File: src/rtl/axil_arb_pkg.sv
// Shared types and AXI4-Lite constants for the AXI-Lite master arbiter.
package axil_arb_pkg;

  typedef enum logic [2:0] {
    IDLE    = 3'd0,
    WR_ADDR = 3'd1,
    WR_RESP = 3'd2,
    RD_ADDR = 3'd3,
    RD_DATA = 3'd4
  } arb_state_e;

  localparam logic [1:0] AXI_RESP_OKAY   = 2'b00;
  localparam logic [1:0] AXI_RESP_EXOKAY = 2'b01;
  localparam logic [1:0] AXI_RESP_SLVERR = 2'b10;
  localparam logic [1:0] AXI_RESP_DECERR = 2'b11;

  localparam logic [2:0] PROT_DEFAULT = 3'b000;

endpackage

File: src/rtl/rr_arbiter.sv
// Combinational round-robin picker: first requester after index 'last', wrapping modulo N.
module rr_arbiter #(
  parameter int N = 4,
  localparam int IW = (N > 1) ? $clog2(N) : 1
) (
  input  logic [N-1:0]  req,
  input  logic [IW-1:0] last,
  output logic [N-1:0]  grant,
  output logic [IW-1:0] grant_idx,
  output logic          any
);

  logic [IW-1:0] idx;

  always_comb begin
    grant     = '0;
    grant_idx = '0;
    any       = 1'b0;
    idx       = '0;
    for (int k = 1; k <= N; k++) begin
      idx = IW'((int'(last) + k) % N);
      if (!any && req[idx]) begin
        any        = 1'b1;
        grant[idx] = 1'b1;
        grant_idx  = idx;
      end
    end
  end

endmodule

File: src/rtl/axil_master_arbiter.sv
// Round-robin sharing of one AXI4-Lite master port among N_REQ clients,
// one transaction outstanding, with one-cycle accept and response pulses.
module axil_master_arbiter
  import axil_arb_pkg::*;
#(
  parameter int N_REQ      = 4,
  parameter int ADDR_WIDTH = 32,
  parameter int DATA_WIDTH = 32,
  localparam int STRB_WIDTH = DATA_WIDTH / 8
) (
  input  logic                        aclk,
  input  logic                        aresetn,
  input  logic [N_REQ-1:0]            req_valid,
  input  logic [N_REQ-1:0]            req_write,
  input  logic [N_REQ*ADDR_WIDTH-1:0] req_addr,
  input  logic [N_REQ*DATA_WIDTH-1:0] req_wdata,
  input  logic [N_REQ*STRB_WIDTH-1:0] req_wstrb,
  output logic [N_REQ-1:0]            req_ready,
  output logic [N_REQ-1:0]            rsp_valid,
  output logic [DATA_WIDTH-1:0]       rsp_rdata,
  output logic [1:0]                  rsp_resp,
  output logic                        busy,
  output logic [ADDR_WIDTH-1:0]       m_axi_awaddr,
  output logic [2:0]                  m_axi_awprot,
  output logic                        m_axi_awvalid,
  input  logic                        m_axi_awready,
  output logic [DATA_WIDTH-1:0]       m_axi_wdata,
  output logic [STRB_WIDTH-1:0]       m_axi_wstrb,
  output logic                        m_axi_wvalid,
  input  logic                        m_axi_wready,
  input  logic [1:0]                  m_axi_bresp,
  input  logic                        m_axi_bvalid,
  output logic                        m_axi_bready,
  output logic [ADDR_WIDTH-1:0]       m_axi_araddr,
  output logic [2:0]                  m_axi_arprot,
  output logic                        m_axi_arvalid,
  input  logic                        m_axi_arready,
  input  logic [DATA_WIDTH-1:0]       m_axi_rdata,
  input  logic [1:0]                  m_axi_rresp,
  input  logic                        m_axi_rvalid,
  output logic                        m_axi_rready
);

  localparam int IW = (N_REQ > 1) ? $clog2(N_REQ) : 1;

  arb_state_e             state_q;
  logic [IW-1:0]          last_q;
  logic [N_REQ-1:0]       grant;
  logic [IW-1:0]          grant_idx;
  logic                   any_req;
  logic                   accept;
  logic                   aw_done;
  logic                   w_done;
  logic [ADDR_WIDTH-1:0]  addr_q;
  logic [DATA_WIDTH-1:0]  wdata_q;
  logic [STRB_WIDTH-1:0]  wstrb_q;

  rr_arbiter #(.N(N_REQ)) u_rr (
    .req       (req_valid),
    .last      (last_q),
    .grant     (grant),
    .grant_idx (grant_idx),
    .any       (any_req)
  );

  assign accept    = (state_q == IDLE) && any_req;
  assign req_ready = accept ? grant : '0;
  assign busy      = (state_q != IDLE);

  // A channel counts as done once its valid is low or is handshaking this cycle
  assign aw_done = !m_axi_awvalid || m_axi_awready;
  assign w_done  = !m_axi_wvalid  || m_axi_wready;

  assign m_axi_awaddr = addr_q;
  assign m_axi_araddr = addr_q;
  assign m_axi_wdata  = wdata_q;
  assign m_axi_wstrb  = wstrb_q;
  assign m_axi_awprot = PROT_DEFAULT;
  assign m_axi_arprot = PROT_DEFAULT;

  always_ff @(posedge aclk) begin
    if (accept) begin
      addr_q  <= req_addr[int'(grant_idx)*ADDR_WIDTH +: ADDR_WIDTH];
      wdata_q <= req_wdata[int'(grant_idx)*DATA_WIDTH +: DATA_WIDTH];
      wstrb_q <= req_wstrb[int'(grant_idx)*STRB_WIDTH +: STRB_WIDTH];
    end
  end

  always_ff @(posedge aclk or negedge aresetn) begin
    if (!aresetn) begin
      state_q       <= IDLE;
      last_q        <= IW'(N_REQ - 1);
      m_axi_awvalid <= 1'b0;
      m_axi_wvalid  <= 1'b0;
      m_axi_bready  <= 1'b0;
      m_axi_arvalid <= 1'b0;
      m_axi_rready  <= 1'b0;
      rsp_valid     <= '0;
      rsp_rdata     <= '0;
      rsp_resp      <= AXI_RESP_OKAY;
    end else begin
      rsp_valid <= '0;
      case (state_q)
        IDLE: begin
          if (any_req) begin
            last_q <= grant_idx;
            if (req_write[grant_idx]) begin
              state_q       <= WR_ADDR;
              m_axi_awvalid <= 1'b1;
              m_axi_wvalid  <= 1'b1;
            end else begin
              state_q       <= RD_ADDR;
              m_axi_arvalid <= 1'b1;
            end
          end
        end
        WR_ADDR: begin
          if (m_axi_awready) m_axi_awvalid <= 1'b0;
          if (m_axi_wready)  m_axi_wvalid  <= 1'b0;
          if (aw_done && w_done) begin
            state_q      <= WR_RESP;
            m_axi_bready <= 1'b1;
          end
        end
        WR_RESP: begin
          if (m_axi_bvalid) begin
            state_q      <= IDLE;
            m_axi_bready <= 1'b0;
            rsp_valid    <= N_REQ'(1) << last_q;
            rsp_resp     <= m_axi_bresp;
            rsp_rdata    <= '0;
          end
        end
        RD_ADDR: begin
          if (m_axi_arready) begin
            state_q       <= RD_DATA;
            m_axi_arvalid <= 1'b0;
            m_axi_rready  <= 1'b1;
          end
        end
        RD_DATA: begin
          if (m_axi_rvalid) begin
            state_q      <= IDLE;
            m_axi_rready <= 1'b0;
            rsp_valid    <= N_REQ'(1) << last_q;
            rsp_resp     <= m_axi_rresp;
            rsp_rdata    <= m_axi_rdata;
          end
        end
        default: state_q <= IDLE;
      endcase
    end
  end

endmodule
File: config.mk
export PLATFORM = sky130hd
export DESIGN_NAME = axil_master_arbiter
export DESIGN_NICKNAME = d
export VERILOG_FILES = /design/src/rtl/axil_arb_pkg.sv /design/src/rtl/rr_arbiter.sv /design/src/rtl/axil_master_arbiter.sv
export SDC_FILE = /design/constraint.sdc
export NUM_CORES = 1
export LEC_CHECK = 0
export ABC_CLOCK_PERIOD_IN_PS = 7700
export BUFFER_PORTS_ARGS = -buffer_cell sky130_fd_sc_hd__buf_2
export CAP_MARGIN = 20
export CORE_AREA = 2 2 187 189
export DETAILED_ROUTE_END_ITERATION = 8
export DIE_AREA = 0 0 189 191
export GPL_TIMING_DRIVEN = 0
export SYNTH_ARGS = -nofsm -noshare
export SYNTH_HDL_FRONTEND = slang
export SYNTH_HIERARCHICAL = 1
export SYNTH_SLANG_ARGS = --single-unit
File: constraint.sdc
create_clock -name aclk -period 7.7 [get_ports aclk]
set_input_delay 1.54 -clock aclk [delete_from_list [all_inputs] [get_ports aclk]]
set_output_delay 1.54 -clock aclk [all_outputs]
set_load 0.005 [all_outputs]
==> flow_summary.json <==
{
  "dpl-instance-area_sq_mm": 0.00947,
  "grt_max_degree": 49,
  "synth_top_family_by_area": "multiplexers",
  "antenna_found_initial": 5,
  "vias": 5941,
  "synthMuxAreaShare_pct": 25.9,
  "p_per_area_mw_per_mm2": 413,
  "slew_headroom_pct": 60.8,
  "fin_area_sq_mm": 0.0101,
  "min_period_ns": 5.17,
  "rows": 68,
  "clock_sinks": 116,
  "portBuffers": 468,
  "fin_nets": 1250,
  "slowest_delay_ns": 0.64,
  "synth_compound_area_share_pct": 8.94,
  "first_iter_violations": 238,
  "cts_post_setup_buffers_inserted": 0,
  "synth.most_common_cell": "mux4_2",
  "clkPwrFrac_pct": 19.2,
  "setup_tns_ns": 0,
  "synth_xor_area_share_pct": 0,
  "gr-total-overflow": 0,
  "gr-usage-all-layers_pct": 14.0,
  "wl_um": 26600,
  "setup_viol_count_final": 0,
  "switching_power_mw": 1.49,
  "syn-mean-instance-area_sq_um": 15.3,
  "ios": 477,
  "status": "finished, final reports clean",
  "arrival_ns": 3.63,
  "clk_pin_slew_ns": 0.06,
  "synthFlopType": "edfxtp_1",
  "crit_slowest_cell": "dfstp_2",
  "post-route-drc-count": 0,
  "drt-pass1-iter-count": 5,
  "synthAdderAreaFrac_pct": 1.54,
  "routedWlPerCell_um": 19.1,
  "die_height_um": 191,
  "fillers": 3536,
  "cts_tree": "done",
  "seqCellArea_sq_mm": 0.00325,
  "yosysWarnings": 6,
  "vdd.ir_drop.worst_v": 0.000161,
  "htreeDepth": 4,
  "rsz0062_at_grt": "false",
  "synthArstFlopShare_pct": 41.4,
  "finalMaxSlewViolations": 0,
  "hpwlAfterDp_um": 21900,
  "synthTopCellsByCount": "mux4_2, edfxtp_1, dfrtp_1",
  "hold_viol_final": 0,
  "core_region_area_sq_mm": 0.0341,
  "intPower_mw": 2.68,
  "synth_edf_count": 68,
  "finalCritPeriodShare_pct": 67.2,
  "tightest_slew_ns": 0.588,
  "yosys_register_bits": 116,
  "seq_power_share_pct": 30.0,
  "p_leak_nw": 4.75,
  "ys_types": 47,
  "start_kind": "flip-flop",
  "gp_congestion": 0.846,
  "die_area_sq_mm": 0.0361,
  "ant_nets": 0,
  "drive_gt1_share_pct": 69.6,
  "combinationalPowerShare_pct": 50.8,
  "cts_resized": 0,
  "skew_ns": 0.00777,
  "worst_setup_path_end_kind": "output pin",
  "areaGrowthSynthToFinish_pct": 55.0,
  "multiInputGateArea_sq_mm": 0.00273,
  "clk_path_buf_depth": 2,
  "crit_path_max_fanout": 10,
  "critical_path_required_ns": 6.16,
  "critPathKind": "reg2out",
  "grt_pass1_wl_um": 36400,
  "fmax_mhz": 193,
  "synth_area_leaders": "edfxtp_1, mux4_2, dfrtp_1",
  "synthCells": 425,
  "grt_pass1_vias": 5785,
  "cts.root.buffer_cell": "clkbuf_16",
  "die_w_um": 189,
  "yosysSeqAreaShare_pct": 49.9,
  "synthSimpleGateAreaFrac_pct": 5.25,
  "drv_cap": 0,
  "switching_share_pct": 35.8,
  "postCtsHoldBufs": 0,
  "synth_area_sq_mm": 0.00651,
  "cts_made_buffers": 17,
  "worstSkewPairLatency_ns": 0.44,
  "yosys.area.top_type_share_pct": 31.4,
  "start_util_pct": 19.1,
  "crit_path_cell_trace": "buf_6 -> buf_2 -> inv_1 -> ha_1 -> clkbuf_1 -> inv_1 -> a31oi_1 -> o31ai_1 -> a2111o_1 -> and2_1 -> buf_2",
  "hold_class": "reg2reg",
  "synth_area_leader_cell": "edfxtp_1",
  "avgViaCountPerCell": 4.27
}
==> metrics by stage <==
stage               instances  utilization, %  hold slack [ns]  setup WS [ns]  power [mW]
global route             1387            29.6            0.520           2.24        4.45
detailed placement       1354            27.8            0.479           2.64        3.42
finish                   1390            29.6            0.482           2.53        4.17
CTS                      1386            29.5            0.492           2.49        4.24
global placement         1353            27.7            0.468           1.62        3.38
floorplan                 430               -            0.472           2.72        2.53
==> sequential cells by signal, indices dropped and copies added (netlist names) <==
register       cells
m_axi_araddr      32
m_axi_wdata       32
rsp_rdata         32
m_axi_wstrb        4
rsp_valid          4
state_q            3
last_q             2
rsp_resp           2
m_axi_arvalid      1
m_axi_awvalid      1
m_axi_bready       1
m_axi_rready       1
m_axi_wvalid       1
==> placed cells by master (no fill, tap or decap), types with 6 or more instances in the layout <==
| cell | instances |
|---|---|
| clkbuf_1 | 9 |
| nand2_1 | 14 |
| o21ai_0 | 8 |
| edfxtp_1 | 68 |
| buf_2 | 485 |
| conb_1 | 6 |
| nand4_1 | 6 |
| mux4_2 | 71 |
| inv_1 | 14 |
| buf_4 | 40 |
| clkbuf_16 | 19 |
| buf_6 | 7 |
| dfrtp_1 | 46 |
| ha_1 | 8 |
| a22o_1 | 32 |
| nor2_1 | 7 |
==> worst paths after layout <==
check / from / endpoint / slack, ns / depth (start not counted)
max in group asynchronous: aresetn / last_q[1]$_DFFE_PN1P_ / 6.12 / 2
min in group asynchronous: aresetn / rsp_rdata[24]$_DFFE_PN0P_ / 1.01 / 1
worst min register to register: m_axi_arvalid$_DFFE_PN0P_ / m_axi_arvalid$_DFFE_PN0P_ / 0.48 / 1
worst max-delay path: last_q[0]$_DFFE_PN1P_ / req_ready[0] / 2.53 / 11
worst min-delay path: m_axi_arvalid$_DFFE_PN0P_ / m_axi_arvalid$_DFFE_PN0P_ / 0.48 / 1
worst max register to register: last_q[0]$_DFFE_PN1P_ / m_axi_wstrb[3]$_DFFE_PP_ / 3.29 / 12
==> per-layer routing <==
layer | vias up | track usage (%) | wire length, um
met3 | 33 | 4.87 | 2430
met5 | - | 0 | 35
met1 | 2941 | 17.8 | 10800
met4 | 6 | 5.02 | 494
met2 | 293 | 22.0 | 12800
li1 | 2668 | - | -
==> power by group through the flow <==
stage / clock (mW) / sequential (mW) / combinational [mW]
final: 0.800 / 1.25 / 2.12
after global routing: 0.854 / 1.29 / 2.31
after CTS: 0.827 / 1.25 / 2.16
after detailed placement: 0 / 1.26 / 2.16
after global placement: 0 / 1.26 / 2.12
after floorplan: 0 / 1.26 / 1.27
==> cells by family after synthesis <==
group                      Yosys count
AOI/OAI and AO/OA                   73
DFF                                116
and+or+nand+nor                     60
buffers and inverters               88
other                                1
muxes                               79
adders and majority gates            8
==> worst max-delay path, delay by kind of cell, from the launching register on <==
family,cells,cell delay [ns]
AO/OA/AOI/OAI,3,0.84
adder cells (fa/ha/maj),1,0.32
buffers and inverters,6,1.24
flip-flops,1,0.64
AND/OR/NAND/NOR,1,0.16
==> layout make-up <==
class                      instances  share of cell area [%]
clock buffer                      19                    4.71
clock inverter                    13                    1.18
tap                              455                    5.64
antenna                            3                  0.0744
multi-input combinational        226                    27.1
buffer                            73                    4.93
timing repair buffer             470                    23.7
inverter                          15                   0.558
sequential                       116                    32.2
No activity file was read; power rests on OpenSTA's default activity.
